`config.mk`:
```
export PLATFORM = sky130hd
export DESIGN_NAME = mem_port_arbiter
export DESIGN_NICKNAME = d
export VERILOG_FILES = /design/src/rtl/mem_arb_pkg.sv /design/src/rtl/mem_lane_align.sv /design/src/rtl/mem_port_arbiter.sv
export SDC_FILE = /design/constraint.sdc
export NUM_CORES = 1
export LEC_CHECK = 0
export BUFFER_PORTS_ARGS = -buffer_cell sky130_fd_sc_hd__clkbuf_2
export CAP_MARGIN = 20
export CORE_AREA = 2 2 145 147
export CTS_CLUSTER_SIZE = 8
export DETAILED_ROUTE_END_ITERATION = 8
export DIE_AREA = 0 0 147 149
export SLEW_MARGIN = 20
export SYNTH_ARGS = -nofsm -noshare
export SYNTH_HDL_FRONTEND = slang
export SYNTH_SLANG_ARGS = --single-unit
```
`constraint.sdc`:
```
create_clock -name clk -period 1.24 [get_ports clk]
set_input_delay 0.062 -clock clk [delete_from_list [all_inputs] [get_ports clk]]
set_output_delay 0.062 -clock clk [all_outputs]
set_load 0.01 [all_outputs]
```
`src/rtl/mem_arb_pkg.sv`:
```
// Shared types and defaults for the instruction/data memory port arbiter.
package mem_arb_pkg;

   // Consecutive denied fetch cycles tolerated before fetch is forced through.
   localparam int STARVE_LIMIT_DEF = 4;

   // Which requester owns the response returning from memory this cycle.
   typedef enum logic [1:0] {
      OWN_NONE  = 2'd0,
      OWN_FETCH = 2'd1,
      OWN_DATA  = 2'd2
   } owner_e;

endpackage

```
`src/rtl/mem_lane_align.sv`:
```
// Maps a 32-bit data access onto the 64-bit memory word: write replication,
// byte-mask placement and read half selection.
module mem_lane_align (
   input  logic [31:0] wdata,
   input  logic [3:0]  be,
   input  logic        wsel,
   input  logic [63:0] rdata,
   input  logic        rsel,
   output logic [63:0] wdata_rep,
   output logic [7:0]  wmask,
   output logic [31:0] rdata_sel
);

   // Same word in both halves so only the mask decides which lane is written.
   always_comb begin
      wdata_rep = {wdata, wdata};
      wmask     = wsel ? {be, 4'b0000} : {4'b0000, be};
      rdata_sel = rsel ? rdata[63:32] : rdata[31:0];
   end

endmodule

```
`src/rtl/mem_port_arbiter.sv`:
```
// Shares one 64-bit single-cycle-latency memory port between instruction
// fetch and data access. Data wins by default; fetch is forced through after
// STARVE_LIMIT consecutive denied cycles. Responses are routed one cycle
// later by a registered owner.
//
// owner state | meaning
// ------------+------------------------------------------------------
// OWN_NONE    | no read issued last cycle (idle, write, or reset)
// OWN_FETCH   | fetch read issued last cycle; mem_rdata goes to fetch
// OWN_DATA    | data load issued last cycle; mem_rdata half goes to data
module mem_port_arbiter
   import mem_arb_pkg::*;
#(
   parameter int STARVE_LIMIT = STARVE_LIMIT_DEF
) (
   input  logic        clk,
   input  logic        reset,
   input  logic        if_req,
   input  logic [31:0] if_addr,
   input  logic        if_flush,
   output logic        if_stall,
   output logic [63:0] if_rdata,
   output logic        if_rvalid,
   input  logic        d_req,
   input  logic        d_we,
   input  logic [31:0] d_addr,
   input  logic [31:0] d_wdata,
   input  logic [3:0]  d_be,
   output logic        d_stall,
   output logic [31:0] d_rdata,
   output logic        d_rvalid,
   output logic        mem_en,
   output logic        mem_we,
   output logic [28:0] mem_addr,
   output logic [63:0] mem_wdata,
   output logic [7:0]  mem_wmask,
   input  logic [63:0] mem_rdata
);

   localparam int CNT_W = (STARVE_LIMIT < 1) ? 1 : $clog2(STARVE_LIMIT + 1);
   localparam logic [CNT_W-1:0] LIMIT = CNT_W'(STARVE_LIMIT);

   owner_e           owner_q, owner_d;
   logic [CNT_W-1:0] starve_q, starve_d;
   logic             hsel_q, hsel_d;
   logic             fetch_gnt;
   logic             data_gnt;
   logic [63:0]      wdata_rep;
   logic [7:0]       wmask;
   logic [31:0]      rdata_sel;

   // Sub-doubleword address bits play no part in a doubleword port.
   logic             unused_addr_bits;
   assign unused_addr_bits = ^{if_addr[2:0], d_addr[1:0]};

   mem_lane_align u_lane_align (
      .wdata     (d_wdata),
      .be        (d_be),
      .wsel      (d_addr[2]),
      .rdata     (mem_rdata),
      .rsel      (hsel_q),
      .wdata_rep (wdata_rep),
      .wmask     (wmask),
      .rdata_sel (rdata_sel)
   );

   // Grant: data first unless fetch has starved long enough; nothing in reset.
   always_comb begin
      fetch_gnt = 1'b0;
      data_gnt  = 1'b0;
      if (!reset) begin
         if (if_req && (!d_req || (starve_q == LIMIT))) begin
            fetch_gnt = 1'b1;
         end else if (d_req) begin
            data_gnt = 1'b1;
         end
      end
   end

   // Starvation count saturates at the limit and clears whenever fetch is served or idle.
   always_comb begin
      starve_d = starve_q;
      if (!if_req || fetch_gnt) begin
         starve_d = '0;
      end else if (starve_q != LIMIT) begin
         starve_d = starve_q + 1'b1;
      end
   end

   // Next owner: writes complete on grant, so they leave no response to route.
   always_comb begin
      owner_d = OWN_NONE;
      hsel_d  = d_addr[2];
      if (fetch_gnt) begin
         owner_d = OWN_FETCH;
      end else if (data_gnt && !d_we) begin
         owner_d = OWN_DATA;
      end
   end

   // State register; reset drops any pending response.
   always_ff @(posedge clk) begin
      if (reset) begin
         owner_q  <= OWN_NONE;
         starve_q <= '0;
         hsel_q   <= 1'b0;
      end else begin
         owner_q  <= owner_d;
         starve_q <= starve_d;
         hsel_q   <= hsel_d;
      end
   end

   // Outputs: request-cycle memory drive plus next-cycle response routing.
   always_comb begin
      if_stall  = if_req & ~fetch_gnt & ~reset;
      d_stall   = d_req & ~data_gnt & ~reset;
      mem_en    = fetch_gnt | data_gnt;
      mem_we    = data_gnt & d_we;
      mem_addr  = '0;
      mem_wdata = '0;
      mem_wmask = '0;
      if (fetch_gnt) begin
         mem_addr = if_addr[31:3];
      end else if (data_gnt) begin
         mem_addr = d_addr[31:3];
      end
      if (mem_we) begin
         mem_wdata = wdata_rep;
         mem_wmask = wmask;
      end
      if_rvalid = !reset && (owner_q == OWN_FETCH) && !if_flush;
      d_rvalid  = !reset && (owner_q == OWN_DATA);
      if_rdata  = reset ? 64'd0 : mem_rdata;
      d_rdata   = reset ? 32'd0 : rdata_sel;
   end

endmodule
```
==> impl_summary.log <==
INFO  metric post_cts_hold_buffer_count = 0
INFO  metric dp.final_hpwl = 9222 um
INFO  metric final_period_minus_worst_setup_slack = 1594 ps
INFO  metric fin_worst_hold_slack = 37.99 ps
INFO  metric synth-seq-area-share = 0.05801
INFO  metric cp_num_buf_inv = 3
INFO  metric final_util = 0.2267
INFO  metric critical_path_class = register to output port
INFO  metric syn-num-nets = 457
INFO  metric timing.max_cap.violations = 0
INFO  metric yosysTopAreaCell = sky130_fd_sc_hd__nor2b_1
INFO  metric ios = 373
INFO  metric num-nets-final = 784
INFO  metric synthTopCellsByArea = sky130_fd_sc_hd__nor2b_1 20%, sky130_fd_sc_hd__mux2i_1 15%, sky130_fd_sc_hd__buf_4 14%
INFO  metric grt_overflow = 0
INFO  metric netlist-cell-type-count = 26
INFO  metric worstMarginPinSlew = 413.5 ps
INFO  metric outcome = finished, violations left
INFO  metric final_layout_size_suffix_gt1_frac = 0.7016
INFO  metric worst_slew_margin_rel = 0.7243
INFO  metric clock_tree_from_tritoncts = built
INFO  metric critical_path_s_top_delay_family = simple AND/OR/NAND/NOR gates
INFO  metric start_util = 0.1007
INFO  metric grt_first_pass_wirelength = 14,900 um
INFO  metric fin_skew = 0.4250 ps
INFO  metric ys_ff_latch = 6
INFO  metric clock_insertion_delay_worst_skew = 220 ps
INFO  metric dpl_cell_area = 4045 um^2
INFO  metric layout.filler_cells = 2,229
INFO  metric timing.hold.worst.start = d_we
INFO  metric first_drt_iteration_drcs = 88
INFO  metric fp.dieArea = 21,900 um^2
INFO  metric violations = setup timing
INFO  metric io_port_bufs = 367
INFO  metric post_synth_inst_count = 285
INFO  metric detail_route.drc_violations = 0
INFO  metric critPathLaunchType = register
INFO  metric synth_enable_flop_cells = 0
INFO  metric netlist_area = 2071 um^2
INFO  metric grt_max_degree = 99
INFO  metric power_leakage = 2.617 nW
INFO  metric post_drt_via_cell_ratio = 3.661
INFO  metric setup_ws = -354.1 ps
INFO  metric min_delay_endpoint = owner_q[1]
INFO  metric critPathSlowestCell = sky130_fd_sc_hd__dfxtp_2
INFO  metric drt-pass1-iter-count = 4
INFO  metric vias_in_the_first_global_route = 2,827
INFO  metric min_delay_path_depth = 2
INFO  metric synth_commonest_cells = 66 x sky130_fd_sc_hd__nor2b_1, 38 x sky130_fd_sc_hd__buf_4, 35 x sky130_fd_sc_hd__nor2_1
INFO  metric timing.reg2reg.worst_path_depth = 5
INFO  metric die_width = 147 um
INFO  metric max_freq = 0.6273 GHz
INFO  metric unrepaired_setup_endpoints_after_global_routing = yes
INFO  metric ctsRootBufferMaster = sky130_fd_sc_hd__clkbuf_16
INFO  metric vdd_drop_max = 0.2928 mV
INFO  metric r2r_slack = 60 ps
INFO  metric tns = -33,150 ps
INFO  metric syn2layout_area_growth = 125.1%
INFO  metric floorplan.rows = 53
INFO  metric finalSetupViolations = 130
INFO  metric most_common_cell_in_the_synthesized_netlist = sky130_fd_sc_hd__nor2b_1
INFO  metric cts_inserted_buffers = 3
INFO  metric required_time_reported_for_the_critical_path_endpoint = 1180 ps
INFO  metric yosys_warnings = 0
INFO  metric worst_r2r_startpoint = starve_q[0]
INFO  metric synth_top_cell_area_share = 0.1994
INFO  metric core_area = 20,560 um^2
INFO  metric synth_top_flop_cell = sky130_fd_sc_hd__dfxtp_1
INFO  metric critPathCaptureType = output port
INFO  metric die_h = 149 um
INFO  metric power_density = 439.2 nW/um^2
INFO  metric detailroute.via_count = 3,244
INFO  metric grt_use_total = 0.08788
INFO  metric worst-endpoint-arrival = 1530 ps
INFO  metric finalWeightedCongestion = 0.8440
INFO  metric slew_violations = 0
INFO  metric ant_nets = 0
INFO  metric worstPathMaxFanout = 20
INFO  metric cts_num_sinks = 6
INFO  metric initial_antenna_violation_count = 1
INFO  metric async_reset_ff_frac = 0
INFO  metric deepest_clock_path_buffer_count = 2
INFO  metric clk_transition_reported_paths = 30 ps
INFO  metric routed_wirelength = 11,700 um
INFO  metric drt-wirelength-per-cell = 13.20 um
INFO  metric syn_area_per_cell = 7.266 um^2
INFO  metric final_area = 4661 um^2
INFO  metric final_hold_viol_count = 0
INFO  metric holdCritPathClass = primary input to register
INFO  metric h-tree-depth = 1
INFO  metric crit_chain = inv_2, ha_4, nand3_2, and3_4, clkbuf_16, and2_4, clkbuf_2
INFO  metric regToRegEndpoint = owner_q[1]
INFO  metric post-route-period-util = 1.286
INFO  metric crit_start = starve_q[0]
INFO  metric cp_slowest_stage_delay = 330 ps
cells in the final DEF (no fill, tap or decap), drive strengths merged, types with 2 or more instances in the layout:
cell and instances:
ha 2, mux2i 32, nand3 2, clkbuf 268
dfxtp 6, and3b 4, nor2b 66, inv 3
nor2 35, nand2 2, and2 35, and3 5
a22o 29, buf 114
worst max-delay path by stage:
stage	end	cells past startpoint
CTS	mem_wmask[1]	7
detailed placement	mem_wdata[61]	7
floorplan	mem_wdata[54]	7
finish	mem_wdata[21]	7
global route	mem_wmask[4]	7
global placement	mem_wdata[61]	7
through the flow:
step	cells	setup WS, ps	power, mW
floorplan	285	-0.5163	0.8471
global placement	878	-143.7	1.427
detailed placement	878	-144.8	1.427
CTS	888	-363.2	2.022
global route	886	-435.8	2.182
finish	886	-354.1	2.047
final cells by class:
class | count | area, um^2 | area share
Antenna cell | 1 | 2.502 | 0.0005369
Clock buffer | 3 | 75.07 | 0.01611
Inverter | 3 | 11.26 | 0.002416
Multi-Input combinational cell | 219 | 1622 | 0.3479
Sequential cell | 6 | 126.4 | 0.02711
Tap cell | 275 | 344.1 | 0.07383
Timing Repair Buffer | 379 | 2480 | 0.5321
cell families after synthesis:
| kind of cell | Yosys count | share of synthesized area |
|---|---|---|
| adders and majority gates | 2 | 0.01208 |
| DFF | 6 | 0.05801 |
| muxes | 32 | 0.1547 |
| buffers and inverters | 60 | 0.2085 |
| and+or+nand+nor | 155 | 0.4363 |
| AOI/OAI and AO/OA | 30 | 0.1305 |
flip-flops by register name, summed over array words and instances (netlist names):
| signal | flops |
|---|---|
| hsel_q | 1 |
| starve_q | 3 |
| owner_q | 2 |
metal layers:
metal  up-vias  part of all wire  global-route usage
li1       1565                 -                   -
met1      1439              0.35             0.09328
met2       230              0.54              0.1803
met3        10             0.090             0.01376
met4         0             0.015             0.01971
met5         -                 0                   0
power breakdown:
part	internal, mW	switching [mW]	total [mW]
Combinational	0.705	0.630	1.33
Sequential	0.200	0.00841	0.208
Clock	0.412	0.0916	0.504
Total	1.32	0.730	2.05
worst reg2reg max path, cell delays in order, from the launching register on:
cell and delay (ps):
sky130_fd_sc_hd__dfxtp_2 330, sky130_fd_sc_hd__inv_2 40, sky130_fd_sc_hd__ha_4 160, sky130_fd_sc_hd__nand3_2 70, sky130_fd_sc_hd__and2_4 340, sky130_fd_sc_hd__nor2b_1 170
timing repair:
action / 4_1_cts / 5_1_grt
cloned: 3 / 1
resized for setup: 26 / 168
endpoints found under the setup margin: 137 / 138
buffers inserted: 4 / 0
No activity file was read; power rests on OpenSTA's default activity.
